[src/rtl/mux_result_skid_buffer.sv]
// -----------------------------------------------------------------------------
// mux_result_skid_buffer
//
// Two-entry registered skid buffer placed directly after the 32-bit 2:1
// operand mux. It captures the mux result under a valid/ready handshake and
// presents it with a registered output at full throughput. Because in_ready is
// a register, there is no combinational path from out_ready back into the
// mux-select logic.
//
// Ports:
//   clk        - rising-edge clock
//   reset      - synchronous, active-high reset
//   in_data    - mux result (WIDTH bits)
//   in_valid   - in_data is valid this cycle
//   in_ready   - buffer can accept (registered)
//   out_data   - head-of-buffer data (registered)
//   out_valid  - out_data is valid (registered)
//   out_ready  - consumer accepts out_data
//   count      - occupancy, 0..2 (registered)
//   xfer_count - number of output transfers, modulo 2^CNT_WIDTH
// -----------------------------------------------------------------------------
module mux_result_skid_buffer #(
    parameter int WIDTH     = 32,
    parameter int CNT_WIDTH = 16
) (
    input  logic                 clk,
    input  logic                 reset,
    input  logic [WIDTH-1:0]     in_data,
    input  logic                 in_valid,
    output logic                 in_ready,
    output logic [WIDTH-1:0]     out_data,
    output logic                 out_valid,
    input  logic                 out_ready,
    output logic [1:0]           count,
    output logic [CNT_WIDTH-1:0] xfer_count
);

    typedef enum logic [1:0] {
        ST_EMPTY = 2'd0,
        ST_BUSY  = 2'd1,
        ST_FULL  = 2'd2
    } state_t;

    localparam logic [CNT_WIDTH-1:0] CNT_ONE = {{(CNT_WIDTH-1){1'b0}}, 1'b1};

    state_t                 state_r;
    logic [WIDTH-1:0]       main_r;
    logic [WIDTH-1:0]       skid_r;
    logic                   in_ready_r;
    logic                   out_valid_r;
    logic [1:0]             count_r;
    logic [CNT_WIDTH-1:0]   xfer_count_r;

    logic                   accept_s;
    logic                   emit_s;

    // Handshake events; both qualify only on registered state.
    always_comb begin
        accept_s = in_valid && in_ready_r;
        emit_s   = out_valid_r && out_ready;
    end

    // Buffer FSM: state, storage and all handshake outputs are updated together
    // so that in_ready/out_valid/count are registered and always consistent.
    always_ff @(posedge clk) begin
        if (reset) begin
            state_r      <= ST_EMPTY;
            main_r       <= {WIDTH{1'b0}};
            skid_r       <= {WIDTH{1'b0}};
            in_ready_r   <= 1'b1;
            out_valid_r  <= 1'b0;
            count_r      <= 2'd0;
            xfer_count_r <= {CNT_WIDTH{1'b0}};
        end else begin
            if (emit_s) begin
                xfer_count_r <= xfer_count_r + CNT_ONE;
            end else begin
                xfer_count_r <= xfer_count_r;
            end

            case (state_r)
                ST_EMPTY: begin
                    // out_valid is low here, so out_ready has no effect.
                    if (accept_s) begin
                        main_r      <= in_data;
                        state_r     <= ST_BUSY;
                        in_ready_r  <= 1'b1;
                        out_valid_r <= 1'b1;
                        count_r     <= 2'd1;
                    end else begin
                        state_r     <= ST_EMPTY;
                    end
                end

                ST_BUSY: begin
                    if (accept_s && emit_s) begin
                        // Head leaves while the new word takes its place.
                        main_r      <= in_data;
                        state_r     <= ST_BUSY;
                    end else if (accept_s) begin
                        // Consumer stalled: park the word in the skid slot
                        // and close the input on the next cycle.
                        skid_r      <= in_data;
                        state_r     <= ST_FULL;
                        in_ready_r  <= 1'b0;
                        count_r     <= 2'd2;
                    end else if (emit_s) begin
                        state_r     <= ST_EMPTY;
                        out_valid_r <= 1'b0;
                        count_r     <= 2'd0;
                    end else begin
                        state_r     <= ST_BUSY;
                    end
                end

                ST_FULL: begin
                    // in_ready is low, so only an emit can change state.
                    if (emit_s) begin
                        main_r      <= skid_r;
                        state_r     <= ST_BUSY;
                        in_ready_r  <= 1'b1;
                        count_r     <= 2'd1;
                    end else begin
                        state_r     <= ST_FULL;
                    end
                end

                default: begin
                    // Unreachable encoding: recover to a clean empty buffer.
                    state_r     <= ST_EMPTY;
                    main_r      <= {WIDTH{1'b0}};
                    skid_r      <= {WIDTH{1'b0}};
                    in_ready_r  <= 1'b1;
                    out_valid_r <= 1'b0;
                    count_r     <= 2'd0;
                end
            endcase
        end
    end

    // Outputs come straight from registers.
    always_comb begin
        in_ready   = in_ready_r;
        out_valid  = out_valid_r;
        out_data   = main_r;
        count      = count_r;
        xfer_count = xfer_count_r;
    end

endmodule

[config.mk]
export PLATFORM = sky130hd
export DESIGN_NAME = mux_result_skid_buffer
export DESIGN_NICKNAME = d
export VERILOG_FILES = /design/src/rtl/mux_result_skid_buffer.sv
export SDC_FILE = /design/constraint.sdc
export NUM_CORES = 1
export LEC_CHECK = 0
export CORE_MARGIN = 2
export CORE_UTILIZATION = 37
export DETAILED_ROUTE_END_ITERATION = 7
export HOLD_SLACK_MARGIN = 0.05
export PLACE_DENSITY = 0.69
export SYNTH_ARGS = -nofsm -noshare
export SYNTH_HDL_FRONTEND = slang
export SYNTH_SLANG_ARGS = --single-unit
[constraint.sdc]
create_clock -name clk -period 4.37 [get_ports clk]
set_input_delay 0.6555 -clock clk [delete_from_list [all_inputs] [get_ports clk]]
set_output_delay 0.6555 -clock clk [all_outputs]
set_load 0.05 [all_outputs]
[Yosys cells after proc, flatten, opt, wreduce, memory -nomap -nowiden]
Index checks and enable logic that the tools add are counted.
W data, S select, Z words.
Word-level totals
  register bits: 86
  bits of input ports: 36
  output and inout port bits: 52
  word-level logic and storage cells: 57
Operators by class
  add/subtract/negate cells: 1
  equal/unequal tests: 10
  mux-type cells: 27
  bitwise operators: 2
  reduce and logical (&&, ||, !) cells: 10
Operators with widths (number)
  $mux W32: 4
  $pmux W32 S3: 1
  $pmux W32 S2: 1
  $add A16 B1 Y16 const B: 1
  $mux W2: 8
  $ne A2 B2 Y1 const B: 7
  $pmux W2 S3: 2
  $mux W1: 9
  $reduce_and A4 Y1: 2
  $pmux W1 S3: 2
  $reduce_and A3 Y1: 2
  $reduce_and A5 Y1: 1
  $logic_and A1 B1 Y1: 3
  $ne A3 B3 Y1 const B: 1
  $eq A2 B1 Y1 const B: 1
  $eq A2 B2 Y1 const B: 1
  $logic_not A2 Y1: 1
  $not A1 Y1: 2
  $reduce_or A2 Y1: 1

[Logic depth before layout (Yosys ltp)]
  depth in word-level cells: 5
  mapped depth: 9
  mapped depth without buffers: 7

[Least setup slack after synthesis]
OpenSTA, ideal clock, no wires.
  path type: reg2reg
  from: register out_valid_r, in the netlist out_valid
  to: register main_r[10], in the netlist out_data[10]
  setup time: 0.134 ns
  arrival: 2.284 ns
  required time: 4.236 ns
  setup slack: 1.952 ns
  stages on the path, launching flop included: 10
  buffers on the path: 2
  clock period less this slack: 2.418 ns
  cells stage by stage: dfxtp_1 nand2_1 inv_1 ha_1 nor2b_1 o21bai_1 and2_1 clkbuf_1 buf_2 a211oi_1
On the way
  longest elaborated chain between the ends: 4
  elaborated cells between the ends (all ways): 5
  classes of those cells: eq/ne: 2; reduce/logical: 3
Ends and longest elaborated chain
  start: declaration: RTL line 50  | logic out_valid_r;
  start signal: assignment: RTL line 71  | out_valid_r <= 1'b0;
  start signal: assignment: RTL line 88  | out_valid_r <= 1'b1;
  start signal: assignment: RTL line 109  | out_valid_r <= 1'b0;
  $logic_and A1 B1 Y1 *: RTL line 60  | emit_s = out_valid_r && out_ready;
  named net emit_s: RTL line 55  | logic emit_s;
  $logic_and A1 B1 Y1: RTL line 96  | if (accept_s && emit_s) begin
  $ne A2 B2 Y1 (no source line)
  $reduce_and A3 Y1 (no source line) *
  end signal: assignment: RTL line 68  | main_r <= {WIDTH{1'b0}};
  end signal: assignment: RTL line 98  | main_r <= in_data;
  end signal: assignment: RTL line 119  | main_r <= skid_r;
  end: declaration: RTL line 47  | logic [WIDTH-1:0] main_r;
The timed path passes the listed nets; every way through them passes the cells marked *.
A chain may end at the register's enable or synchronous reset.

[Final worst setup path]
  from: input port out_ready
  to: register skid_r[22]
On the way
  longest elaborated chain between the ends: 4
Ends and longest elaborated chain
  start: declaration: RTL line 33  | input logic out_ready,
  $logic_and A1 B1 Y1: RTL line 60
  named net emit_s: RTL line 55
  $logic_and A1 B1 Y1: RTL line 96
  $ne A2 B2 Y1 (no source line)
  $reduce_and A3 Y1 (no source line)
  end signal: assignment: RTL line 69  | skid_r <= {WIDTH{1'b0}};
  end signal: assignment: RTL line 103  | skid_r <= in_data;
  end signal: assignment: RTL line 132  | skid_r <= {WIDTH{1'b0}};
  end: declaration: RTL line 48  | logic [WIDTH-1:0] skid_r;
The timed path passes the listed nets, and every way through them passes these cells.

==> results.sh <==
export IMPL_status="finished clean"
export IMPL_synthMuxAreaShare_pct=0.306
export IMPL_seq_area_um2=1720
export IMPL_numCtsBuffers=9
export IMPL_setup_worst_path_class="input pin to flip-flop"
export IMPL_synth_compound_area_share_pct=22.7
export IMPL_max_freq_mhz=349
export IMPL_clk_path_buf_depth=2
export IMPL_htree_levels=3
export IMPL_reg2reg_slack_ps=1920
export IMPL_cpLargestDelayFamily="buffers and inverters"
export IMPL_cp_max_fo=19
export IMPL_yosysTopAreaCellShare_pct=46.8
export IMPL_hold_depth=2
export IMPL_power_net_switching_uw=751
export IMPL_timing_rr_end="out_data[28]"
export IMPL_synth_fa_ha_area_share_pct=1.36
export IMPL_yosysUniqueCellTypes=38
export IMPL_drc=0
export IMPL_power_frac_comb_pct=29.2
export IMPL_synth_top_family_by_area="compound AO/OA/AOI/OAI gates"
export IMPL_gp_congestion=0.804
export IMPL_slowest_stage="clkdlybuf4s50_1"
export IMPL_diodes=0
export IMPL_hold_viol_final=0
export IMPL_critPathCapture="skid_r[22]"
export IMPL_ant_nets=0
export IMPL_cts_resized=0
export IMPL_hold_path_class="flip-flop to flip-flop"
export IMPL_rsz0062_at_grt="no"
export IMPL_fillers=971
export IMPL_post_drt_wl_per_cell_um=13.3
export IMPL_dp_hpwl_mm=5.86
export IMPL_synthTopCellsByArea="dfxtp_1, a21oi_1, nand2_1"
export IMPL_area_delta_synth_final_pct=31.0
export IMPL_synth_xor_area_share_pct=2.62
export IMPL_ys_seq_elements=86
export IMPL_cts_tree="done"
export IMPL_track_usage_pct=16.4
export IMPL_fp_dieArea_um2=10800
export IMPL_ir_drop_v=0.000192
export IMPL_vias=3306
export IMPL_vias_per_cell=5.02
export IMPL_grt_overflow_total=0
export IMPL_powerDensity_nw_per_um2=424
export IMPL_dp_cells=642
export IMPL_clk_pin_slew_ps=90
export IMPL_fp_dieH_um=104
export IMPL_syn_area_um2=3680
export IMPL_die_w_um=104
export IMPL_wl_mm=8.78
export IMPL_p_sw_share_pct=36.7
export IMPL_layout_nets=560
export IMPL_yosys_area_share_simple_pct=22.2
export IMPL_rows=36
export IMPL_cp_start_kind="input pin"
export IMPL_cpPeakStageDelay_ps=500
export IMPL_syn_area_per_cell_um2=8.15
export IMPL_root_buffer="clkbuf_8"
export IMPL_finClkSkew_ps=10.6
export IMPL_post_cts_repair_setup_buffers=0
export IMPL_drive_gt1_share_pct=6.10
export IMPL_finalSetupViolCount=0
export IMPL_setup_tns_ps=0
export IMPL_ys_seq_area_share_pct=46.8
export IMPL_numPortBuffers=87
export IMPL_cp_depth=9
export IMPL_final_min_clock_period_ps=2870
export IMPL_pre_cts_ws_ps=1120
export IMPL_grt_max_degree=70
export IMPL_drv_slew=0
export IMPL_min_period_over_period_pct=65.7
export IMPL_reg2regPathDepth=5
export IMPL_antenna_found_initial=0
export IMPL_grt_pass1_vias=3064
export IMPL_endpoint_kind="flip-flop"
export IMPL_drtIter0Drc=73
export IMPL_cpMostUsedCell="nand2_1"
export IMPL_setup_ws_ps=1500
export IMPL_synth_nets=492
export IMPL_boundaryPins=88
export IMPL_worstPathRequired_ps=4650
export IMPL_cts_sink_count=86
export IMPL_design_core_area_um2=9730
export IMPL_fin_cells=658
export IMPL_r2r_start="state_r[1]"
export IMPL_firstDrtPassIters=4
export IMPL_start_util_pct=37.8
export IMPL_pwr_share_seq_pct=44.7
export IMPL_startpoint="out_ready"
export IMPL_clk_latency_ps=350
export IMPL_worst_pin_slew_ps=809
export IMPL_clockPowerShare_pct=26.0
export IMPL_crit_buf_inv=3
export IMPL_ctsHoldBuffers=0
export IMPL_synth_cells=452
export IMPL_synthArstFlopShare_pct=0
export IMPL_timing_max_slew_rel_slack_pct=45.9
export IMPL_ys_flop_type="dfxtp_1"
export IMPL_grt_pass1_wl_mm=14.8
export IMPL_yosysTopAreaCell="dfxtp_1"
export IMPL_arrival_ps=3150
export IMPL_yosys_warnings=0
export IMPL_max_cap_violations=0
export IMPL_synth_edf_count=0
export IMPL_leakage_uw=0.00166
export IMPL_path_cells="clkdlybuf4s50_1, nand2_1, inv_1, ha_1, and3b_1, o21a_1, buf_4, nand2_1, a21oi_1"
export IMPL_internal_power_uw=1290
export IMPL_multi_input_area_um2=1830
-- flip-flops by register name (all words and copies together) (netlist names) --
register    flops
skid_r         32
state_r         2
count           2
in_ready        1
xfer_count     16
out_data       32
out_valid       1
-- how the worst min path moves through the flow --
stage	startpoint	end
after floorplan	skid_r[0]	skid_r[0]
after detailed placement	skid_r[17]	skid_r[17]
after global routing	skid_r[20]	skid_r[20]
after global placement	skid_r[17]	skid_r[17]
after CTS	skid_r[20]	skid_r[20]
final	skid_r[3]	skid_r[3]
-- tightest hold or removal path: cells and delay by family (launching register included) --
family             cells  cell delay [ps]
DFF                    1              320
AOI/OAI and AO/OA      1               50
and+or+nand+nor        1               50
-- metal layers --
metal / part of all wire [%] / global-route usage, %
met4: 1.5 / 5.89
met5: 0 / 0
met3: 3.8 / 3.59
met2: 46 / 26.4
met1: 49 / 21.8
-- power by group through the flow --
stage / Clock (µW) / Sequential [µW] / Combinational (µW)
final: 532 / 915 / 597
after floorplan: 0 / 1110 / 217
after CTS: 545 / 915 / 602
after global routing: 586 / 925 / 640
after global placement: 0 / 932 / 594
after detailed placement: 0 / 932 / 602
-- synth_stat cells, types with 2 or more instances --
| cell type | instances |
|---|---|
| dfxtp_1 | 86 |
| xnor2_1 | 8 |
| o21ai_0 | 3 |
| xor2_1 | 3 |
| clkbuf_1 | 27 |
| a211oi_1 | 32 |
| nor2_1 | 15 |
| nor2b_1 | 35 |
| nor3_1 | 5 |
| o21bai_1 | 3 |
| buf_1 | 4 |
| nand3_1 | 5 |
| nor4_1 | 3 |
| nand2_1 | 80 |
| nand4_1 | 3 |
| or3_1 | 2 |
| buf_2 | 3 |
| inv_1 | 3 |
| nand3b_1 | 5 |
| ha_1 | 4 |
| a21oi_1 | 106 |
-- per-stage QoR --
stage               total power, µW  cell area [µm²]  hold slack [ps]  util [%]
floorplan                      1330             3680              437         -
global placement               1530             4640              442      47.7
detailed placement             1530             4640              447      47.7
CTS                            2060             4820              461      49.6
global route                   2150             4820              479      49.6
finish                         2040             4820              459      49.6
-- area by class of cell --
cell class	count	area share, %
repair buffers	92	18.7
multi-input cells	328	38.0
clock inverters	7	1.32
clock buffers	9	2.57
well taps	133	3.45
inverters	3	0.233
flip-flops and latches	86	35.7
-- layout by cell type (no fill, tap or decap), drive strengths merged, types with 2 or more instances in the layout --
| cell type | Yosys | layout |
|---|---|---|
| nand3b | 5 | 5 |
| nand2 | 81 | 81 |
| xor2 | 3 | 3 |
| nand4 | 4 | 4 |
| nor2 | 15 | 15 |
| o21bai | 3 | 3 |
| a211oi | 32 | 32 |
| buf | 8 | 6 |
| nor4 | 3 | 3 |
| dfxtp | 86 | 86 |
| clkbuf | 27 | 9 |
| o21ai | 4 | 4 |
| nor3 | 5 | 5 |
| inv | 3 | 8 |
| clkinvlp | 0 | 2 |
| or3 | 4 | 4 |
| xnor2 | 8 | 8 |
| nand3 | 5 | 5 |
| a21oi | 106 | 106 |
| clkdlybuf4s50 | 0 | 86 |
| nor2b | 35 | 35 |
| ha | 4 | 4 |
-- cell families after synthesis --
kind of cell | count (synthesis)
simple gates | 164
compound gates | 148
fa+ha+maj | 4
mux | 1
buf+inv | 38
flops | 86
xor+xnor | 11
No activity file was read; power rests on OpenSTA's default activity.
